[config.mk]
export PLATFORM = sky130hd
export DESIGN_NAME = cajero_param
export DESIGN_NICKNAME = d
export VERILOG_FILES = /design/src/rtl/cajero_param.sv
export SDC_FILE = /design/constraint.sdc
export NUM_CORES = 1
export LEC_CHECK = 0
export CAP_MARGIN = 20
export CORE_AREA = 2 2 183 185
export DETAILED_ROUTE_END_ITERATION = 12
export DIE_AREA = 0 0 185 187
export HOLD_SLACK_MARGIN = 0.05
export PLACE_DENSITY = 0.57
export SYNTH_ARGS = -nofsm -noshare
export SYNTH_HDL_FRONTEND = slang
export SYNTH_SLANG_ARGS = --single-unit
[constraint.sdc]
create_clock -name Clk -period 4.3 [get_ports Clk]
set_input_delay 0.645 -clock Clk [delete_from_list [all_inputs] [get_ports Clk]]
set_output_delay 0.645 -clock Clk [all_outputs]
set_load 0.01 [all_outputs]
[src/rtl/cajero_param.sv]
// cajero_param: parametrised ATM session controller (PIN check, deposit, withdrawal, balance query, timeout)
module cajero_param #(
  parameter int N_DIGITOS = 4,
  parameter int MAX_INTENTOS = 3,
  parameter int ANCHO_MONTO = 32,
  parameter int ANCHO_BALANCE = 64,
  parameter logic [ANCHO_BALANCE-1:0] BALANCE_INICIAL = '0,
  parameter logic [ANCHO_MONTO-1:0] LIMITE_RETIRO = '0,
  parameter int TIMEOUT_CICLOS = 64
) (
  input  logic                     Clk,
  input  logic                     Reset,
  input  logic                     TARJETA_RECIBIDA,
  input  logic [4*N_DIGITOS-1:0]   PIN,
  input  logic [3:0]               DIGITO,
  input  logic                     DIGITO_STB,
  input  logic [1:0]               TIPO_TRANS,
  input  logic                     TIPO_STB,
  input  logic [ANCHO_MONTO-1:0]   MONTO,
  input  logic                     MONTO_STB,
  output logic                     BALANCE_ACTUALIZADO,
  output logic                     ENTREGAR_DINERO,
  output logic                     FONDOS_INSUFICIENTES,
  output logic                     LIMITE_EXCEDIDO,
  output logic                     PIN_INCORRECTO,
  output logic                     ADVERTENCIA,
  output logic                     BLOQUEO,
  output logic                     TIEMPO_AGOTADO,
  output logic [ANCHO_BALANCE-1:0] BALANCE,
  output logic                     BALANCE_VALIDO
);
  localparam int PW = 4*N_DIGITOS;
  localparam int DW = $clog2(N_DIGITOS+1);
  localparam int FW = $clog2(MAX_INTENTOS+1);
  localparam logic [2:0] S_ESPERA = 3'd0, S_PIN = 3'd1, S_TRANS = 3'd2, S_DEP = 3'd3,
                         S_RET = 3'd4, S_FIN = 3'd5, S_BLOQ = 3'd6;
  logic [2:0] st;
  logic [PW-1:0] pin_lat, dig_sh, nxt_pin;
  logic [DW-1:0] dig_cnt;
  logic [FW-1:0] fails, fails_inc;
  logic [31:0] tmr;
  logic d_q, t_q, m_q, d_rise, t_rise, m_rise, activo, timeout;
  logic [ANCHO_BALANCE-1:0] monto_ext;
  logic [ANCHO_BALANCE:0] suma;
  always_comb begin
    d_rise = DIGITO_STB & ~d_q;
    t_rise = TIPO_STB & ~t_q;
    m_rise = MONTO_STB & ~m_q;
    activo = st == S_PIN || st == S_TRANS || st == S_DEP || st == S_RET;
    timeout = TIMEOUT_CICLOS != 0 && tmr == 32'(TIMEOUT_CICLOS - 1);
    nxt_pin = (dig_sh << 4) | PW'(DIGITO);
    fails_inc = fails + FW'(1);
    monto_ext = ANCHO_BALANCE'(MONTO);
    suma = {1'b0, BALANCE} + (ANCHO_BALANCE+1)'(MONTO);
  end
  always_ff @(posedge Clk) begin
    if (!Reset) begin
      st <= S_ESPERA;
      pin_lat <= '0;
      dig_sh <= '0;
      dig_cnt <= '0;
      fails <= '0;
      tmr <= '0;
      d_q <= 1'b0;
      t_q <= 1'b0;
      m_q <= 1'b0;
      BALANCE_ACTUALIZADO <= 1'b0;
      ENTREGAR_DINERO <= 1'b0;
      FONDOS_INSUFICIENTES <= 1'b0;
      LIMITE_EXCEDIDO <= 1'b0;
      PIN_INCORRECTO <= 1'b0;
      ADVERTENCIA <= 1'b0;
      BLOQUEO <= 1'b0;
      TIEMPO_AGOTADO <= 1'b0;
      BALANCE <= BALANCE_INICIAL;
      BALANCE_VALIDO <= 1'b0;
    end else begin
      d_q <= DIGITO_STB;
      t_q <= TIPO_STB;
      m_q <= MONTO_STB;
      BALANCE_ACTUALIZADO <= 1'b0;
      ENTREGAR_DINERO <= 1'b0;
      FONDOS_INSUFICIENTES <= 1'b0;
      LIMITE_EXCEDIDO <= 1'b0;
      PIN_INCORRECTO <= 1'b0;
      TIEMPO_AGOTADO <= 1'b0;
      BALANCE_VALIDO <= 1'b0;
      tmr <= activo ? tmr + 32'd1 : '0;
      if (activo && !TARJETA_RECIBIDA) begin
        st <= S_ESPERA;
        tmr <= '0;
      end else if (activo && timeout) begin
        TIEMPO_AGOTADO <= 1'b1;
        st <= S_FIN;
        tmr <= '0;
      end else begin
        case (st)
          S_ESPERA: if (TARJETA_RECIBIDA) begin
            pin_lat <= PIN;
            dig_sh <= '0;
            dig_cnt <= '0;
            st <= S_PIN;
          end
          S_PIN: if (d_rise) begin
            tmr <= '0;
            if (dig_cnt == DW'(N_DIGITOS - 1)) begin
              dig_cnt <= '0;
              if (nxt_pin == pin_lat) begin
                fails <= '0;
                ADVERTENCIA <= 1'b0;
                st <= S_TRANS;
              end else begin
                fails <= fails_inc;
                PIN_INCORRECTO <= 1'b1;
                if (fails_inc == FW'(MAX_INTENTOS)) begin
                  BLOQUEO <= 1'b1;
                  ADVERTENCIA <= 1'b0;
                  st <= S_BLOQ;
                end else if (fails_inc == FW'(MAX_INTENTOS - 1)) ADVERTENCIA <= 1'b1;
              end
            end else begin
              dig_cnt <= dig_cnt + DW'(1);
              dig_sh <= nxt_pin;
            end
          end
          S_TRANS: if (t_rise && TIPO_TRANS != 2'b11) begin
            tmr <= '0;
            st <= TIPO_TRANS == 2'b00 ? S_DEP : TIPO_TRANS == 2'b01 ? S_RET : S_FIN;
            BALANCE_VALIDO <= TIPO_TRANS == 2'b10;
          end
          S_DEP: if (m_rise) begin
            tmr <= '0;
            BALANCE <= suma[ANCHO_BALANCE] ? '1 : suma[ANCHO_BALANCE-1:0];
            BALANCE_ACTUALIZADO <= 1'b1;
            st <= S_FIN;
          end
          S_RET: if (m_rise) begin
            tmr <= '0;
            st <= S_FIN;
            if (LIMITE_RETIRO != '0 && MONTO > LIMITE_RETIRO) LIMITE_EXCEDIDO <= 1'b1;
            else if (monto_ext > BALANCE) FONDOS_INSUFICIENTES <= 1'b1;
            else begin
              BALANCE <= BALANCE - monto_ext;
              BALANCE_ACTUALIZADO <= 1'b1;
              ENTREGAR_DINERO <= 1'b1;
            end
          end
          S_FIN: if (!TARJETA_RECIBIDA) st <= S_ESPERA;
          default: ;
        endcase
      end
    end
  end
endmodule

# [Yosys cells after proc, flatten, opt, wreduce, memory -nomap -nowiden]
# Cells that the tools add are included.
[word_totals] ff_bits=143 inputBits=60 output_inout_bits=73 elab_cells=145
[op_classes] n_addsub=5 magnitude_cmp=1 eq_ne=31 mux=41 n_bitwise=18 n_reduce_logical=30
[ops] cell="64-bit two-way mux" count=4
[ops] cell="32-bit two-way mux" count=4
[ops] cell="64-bit case mux with 2 select lines" count=1
[ops] cell="32-bit case mux with 3 select lines" count=1
[ops] cell="64-bit by 32-bit adder with 65-bit output" count=1
[ops] cell="32-bit by 64-bit > comparator with 1-bit output" count=1
[ops] cell="64-bit by 32-bit subtractor with 64-bit output" count=1
[ops] cell="3-bit two-way mux" count=13
[ops] cell="12-bit two-way mux" count=3
[ops] cell="32-bit by 1-bit adder with 32-bit output (second input constant)" count=1
[ops] cell="32-bit by 6-bit equality test with 1-bit output (second input constant)" count=1
[ops] cell="12-bit case mux with 2 select lines" count=1
[ops] cell="6-bit AND reduction" count=3
[ops] cell="16-bit equality test" count=1
[ops] cell="2-bit != test (second input constant)" count=8
[ops] cell="16-bit by 4-bit OR with 16-bit output" count=1
[ops] cell="8-bit AND reduction" count=2
[ops] cell="3-bit case mux with 5 select lines" count=1
[ops] cell="1-bit NOT" count=14
[ops] cell="3-bit by 1-bit != test with 1-bit output (second input constant)" count=4
[ops] cell="1-bit two-way mux" count=10
[ops] cell="5-bit AND reduction" count=2
[ops] cell="5-bit OR reduction" count=2
[ops] cell="3-bit by 2-bit equality test with 1-bit output (second input constant)" count=3
[ops] cell="29 further kinds" count=43

# [Depth between registers and ports, before layout]
[logic_depth] ltp_word=8 ltp_mapped=14

# [Least setup slack after synthesis]
# Ideal clock, no wire load.
[synth_timing] path_kind="input -> register" start="in MONTO[0]" end="reg BALANCE[58]" t_arrival_ns=3.181 required_time_ns=4.181 setup_slack_ns=1.001 path_stages=13 path_cell_list="ha_1 -> fa_1 -> nand2b_1 -> a21oi_2 -> o211ai_1 -> o311ai_2 -> and2_1 -> buf_2 -> o21a_2 -> buf_6 -> buf_4 -> nand3_1 -> o221a_1"
[synth_via] elab_chain_len=4 elab_cells_between_ends=10
[synth_lines] item="from (decl)" line_no="19" rtl="input logic [ANCHO_MONTO-1:0] MONTO,"
[synth_lines] item="64-bit by 32-bit subtractor with 64-bit output / 64-bit by 32-bit adder with 65-bit output (equally long branches)" line_no="143, 54"
[synth_lines] item="64-bit two-way mux, on equally long branches" line_no="141, 133"
[synth_lines] item="64-bit two-way mux, on equally long branches" line_no="137, 131"
[synth_lines] item="64-bit case mux with 2 select lines" line_no="97" rtl="case (st)"
[synth_lines] item="to (signal assigned)" line_no="133" rtl="BALANCE <= suma[ANCHO_BALANCE] ? '1 : suma[ANCHO_BALANCE-1:0];"
[synth_lines] item="to (signal assigned)" line_no="143" rtl="BALANCE <= BALANCE - monto_ext;"
[synth_lines] item="to (decl)" line_no="29" rtl="output logic [ANCHO_BALANCE-1:0] BALANCE,"
# Parallel ways exist; a longest one is shown, timed or not. The select of a mux whose other input is x is not followed.
# A chain may end at the register's enable or synchronous reset.

# [Final worst setup path]
[layout_timing] start="in MONTO[0]" end="reg BALANCE[38]"
# The elaborated chain is that of the path after synthesis.

==> results.py <==
metrics = {
    "synth": {
        "syn_avg_cell_area_sq_um": 7.33,
        "synth_warnings": 0,
        "syn_area_sq_um": 11200,
        "post_synth_num_cell_types": 89,
        "syn_inst": 1532,
        "synth_compound_area_share_pct": 26.6,
        "yosys_most_used_dff": "dfxtp_1",
        "async_flop_share_pct": 0,
        "ys_ff_latch": 143,
        "synth_xor_area_share_pct": 5.70,
        "synth_seq_area_share_pct": 25.5,
        "synthAdderAreaFrac_pct": 7.94,
        "synth_edf_count": 0,
        "synthSimpleGateAreaFrac_pct": 27.2,
        "synth_mux_area_share_pct": 0.624,
        "syn_nets": 1662,
        "synth_top_family_by_area": "simple AND/OR/NAND/NOR gates",
    },
    "critical_path": {
        "cp_top_family": "compound AO/OA/AOI/OAI gates",
        "critPathKind": "input pin to flip-flop",
        "start_kind": "input pin",
        "cp-end-kind": "flip-flop",
        "slowest_stage": "a2111oi_2",
        "worstPathArrival_ns": 4.21,
        "worstSetupStartpoint": "MONTO[0]",
        "r2r_start": "BALANCE[0]$_SDFFE_PN0P_",
        "path_buf_inv": 2,
        "path_cells": "clkdlybuf4s50_1 > ha_1 > fa_1 > nand2b_1 > a211oi_1 > buf_4 > o211a_4 > a2111oi_2 > nor3_1 > o31a_1 > and3_4 > o21a_1 > o221a_1",
        "crit_required_ns": 4.62,
        "critPathMaxStageDelay_ns": 0.61,
        "crit_fanout": 5,
    },
    "timing": {
        "setup_viol": 0,
        "clock.fmax_mhz": 257,
        "fin_crit_ns": 3.89,
        "worst_slack_ns": 0.412,
        "slew_headroom_pct": 32.6,
        "final_hold_viol_count": 0,
        "grt_setup_unrepaired": "false",
        "setup_tns_ns": 0,
        "post-route-period-util_pct": 90.4,
        "worst_pin_slew_ns": 1.01,
        "hold_slack_ns": 0.461,
        "maxSlewViolCount": 0,
        "finClkSkew_ns": 0.0129,
    },
    "cells_and_area": {
        "seq_area_sq_um": 2860,
        "syn2layout_area_growth_pct": 23.8,
        "drive_gt1_share_pct": 8.50,
        "fill_cells": 3488,
        "multi_input_area_sq_um": 7660,
        "nets": 1800,
        "n_antenna_cell": 0,
    },
    "clock_network": {
        "cts_tree": "done",
        "clock_latency_ns": 0.44,
        "cts_buffer_depth": 2,
        "clock-sinks": 143,
        "clk_pin_slew_worst_paths_ns": 0.07,
        "cts-root-buf": "clkbuf_16",
        "cts_setup_buffers": 0,
        "numCtsBuffers": 17,
        "holdBufCountCts": 0,
        "htree_levels": 4,
        "postCtsResizedCells": 0,
    },
    "drt": {
        "wl_per_cell_um": 19.1,
        "vias": 12069,
        "drt_wl_total_um": 40700,
        "dr.pass1.iters": 5,
        "ant_nets": 0,
        "drc": 0,
        "viasPerCell": 5.66,
        "drtIter0Drc": 1286,
    },
    "die": {
        "ioPinCount": 133,
        "fp.dieH_um": 187,
        "coreArea_sq_um": 32900,
        "dieArea_sq_um": 34600,
        "initial_core_util_pct": 34.2,
        "die_w_um": 185,
        "rows": 67,
    },
    "power": {
        "seqPwrFrac_pct": 34.1,
        "power_density_nw_per_um2": 306,
        "leakagePower_nw": 5.31,
        "power_switching_mw": 1.59,
        "power.internal_mw": 2.67,
        "p_clk_share_pct": 35.2,
        "vdd_drop_max_mv": 0.272,
        "switching_share_pct": 37.4,
        "combPwrFrac_pct": 30.7,
    },
    "placed_design": {
        "gp_congestion": 0.952,
        "dp_hpwl_um": 30800,
        "dp_slack_ns": 0.0587,
        "portBuffers": 131,
    },
    "job": {
        "drv_cap": 0,
    },
    "status": {
        "status": "finished clean",
    },
    "global_route": {
        "grt_usage_pct": 23.3,
        "grt_pass1_wl_um": 63600,
        "grt_max_degree": 51,
        "grt_antenna_before_repair": 0,
        "overflow": 0,
        "grt_pass1_vias": 11448,
    },
    "min_path": {
        "min_from": "tmr[0]$_SDFF_PP0_",
        "min_path_type": "flip-flop to flip-flop",
    },
}
==> sequential cells by signal, indices dropped and copies added, names as in the netlist, 2 cells and up <==
signal and count:
BALANCE 64, dig_sh 12, dig_cnt 3, st 3, tmr 32, fails 2
pin_lat 16
==> through the flow <==
| stage | power, mW | area (sq um) | utilization (%) | cells |
|---|---|---|---|---|
| global placement | 2.74 | 13300 | 40.5 | 2098 |
| CTS | 4.25 | 13900 | 42.2 | 2130 |
| finish | 4.25 | 13900 | 42.3 | 2131 |
| global route | 4.47 | 13900 | 42.3 | 2131 |
| detailed placement | 2.74 | 13300 | 40.5 | 2098 |
| floorplan | 2.35 | 11200 | - | 1532 |
==> layout by cell type, fill, tap and decap left out, drive strengths merged, types with 7 or more instances in the layout <==
master and count:
o31ai 20, nand3 52, or2 9, nor2b 16
nand2b 17, and4 8, nor2 158, dfxtp 143
a31oi 30, mux2i 7, o21ai 98, nand2 138
a2111oi 7, o22ai 11, nor4 34, ha 68
nor3b 10, a211oi 14, or4 11, buf 79
o211ai 18, xor2 18, or3 13, and2 22
o21bai 13, inv 92, a22oi 15, nand4 33
o311ai 7, nor3 58, clkbuf 18, a21o 10
o21a 11, a21oi 139, xnor2 55, and3 15
clkdlybuf4s50 130
==> per-layer routing <==
layer | global-route usage (%) | up-vias | wire length [um]
met1 | 32.4 | 5687 | 18800
met5 | 0 | - | 0
met4 | 6.93 | 0 | 968
met3 | 3.86 | 59 | 2750
li1 | - | 5853 | -
met2 | 36.8 | 470 | 18200
==> Yosys cell counts, types with 5 or more instances <==
cell type	n	area, sq um
or4_1	10	75.1
a21o_1	10	75.1
nor3_1	57	285
a311oi_1	5	43.8
o21bai_1	13	97.6
o211ai_1	17	128
and2_1	21	131
nor3b_1	10	75.1
a31oi_1	30	188
o31ai_1	20	150
a21oi_1	137	686
nand2b_1	17	106
nor2b_1	16	100
a22oi_1	15	113
nand4_1	33	206
nand2_1	138	518
nor2_1	158	593
buf_2	25	125
o21ai_0	94	470
inv_1	80	300
or2_1	5	31.3
buf_1	6	22.5
ha_1	68	851
or3_1	13	81.3
dfxtp_1	143	2860
nor4_1	33	206
and3_1	14	87.6
o21a_1	10	75.1
clkbuf_1	52	195
o22ai_1	11	68.8
a211oi_1	14	105
xor2_1	18	158
nand3_1	52	260
and4_1	8	70.1
mux2i_1	7	70.1
a211o_1	5	43.8
xnor2_1	55	482
==> final timing paths <==
| kind | endpoint | slack, ns | cells past startpoint |
|---|---|---|---|
| max reg2reg | BALANCE[54]$_SDFFE_PN0P_ | 0.71 | 13 |
| min | tmr[0]$_SDFF_PP0_ | 0.46 | 1 |
| min reg2reg | tmr[0]$_SDFF_PP0_ | 0.46 | 1 |
| max | BALANCE[38]$_SDFFE_PN0P_ | 0.41 | 13 |
==> final cells by class <==
cell class                      instances  area share [%]
Clock buffer                           18            3.09
Timing Repair Buffer                  209            13.9
Tap cell                              448            4.03
Multi-Input combinational cell       1217            55.1
Clock inverter                         14           0.990
Sequential cell                       143            20.6
Inverter                               82            2.21
==> cell families after synthesis <==
logic type	Yosys count
adder cells (fa/ha/maj)	70
multiplexers	7
AO/OA/AOI/OAI	457
buffers and inverters	172
other	1
AND/OR/NAND/NOR	609
XOR/XNOR	73
flip-flops	143
==> power groups by stage <==
| stage | clock network (mW) | logic [mW] | registers [mW] |
|---|---|---|---|
| 6_report | 1.50 | 1.31 | 1.45 |
| 3_3_place_gp | 0 | 1.26 | 1.48 |
| 5_1_grt | 1.58 | 1.43 | 1.46 |
| 4_1_cts | 1.53 | 1.27 | 1.45 |
| 3_5_place_dp | 0 | 1.26 | 1.48 |
| 2_1_floorplan | 0 | 0.914 | 1.43 |
Note: power is estimated with default switching activity, not from simulation.
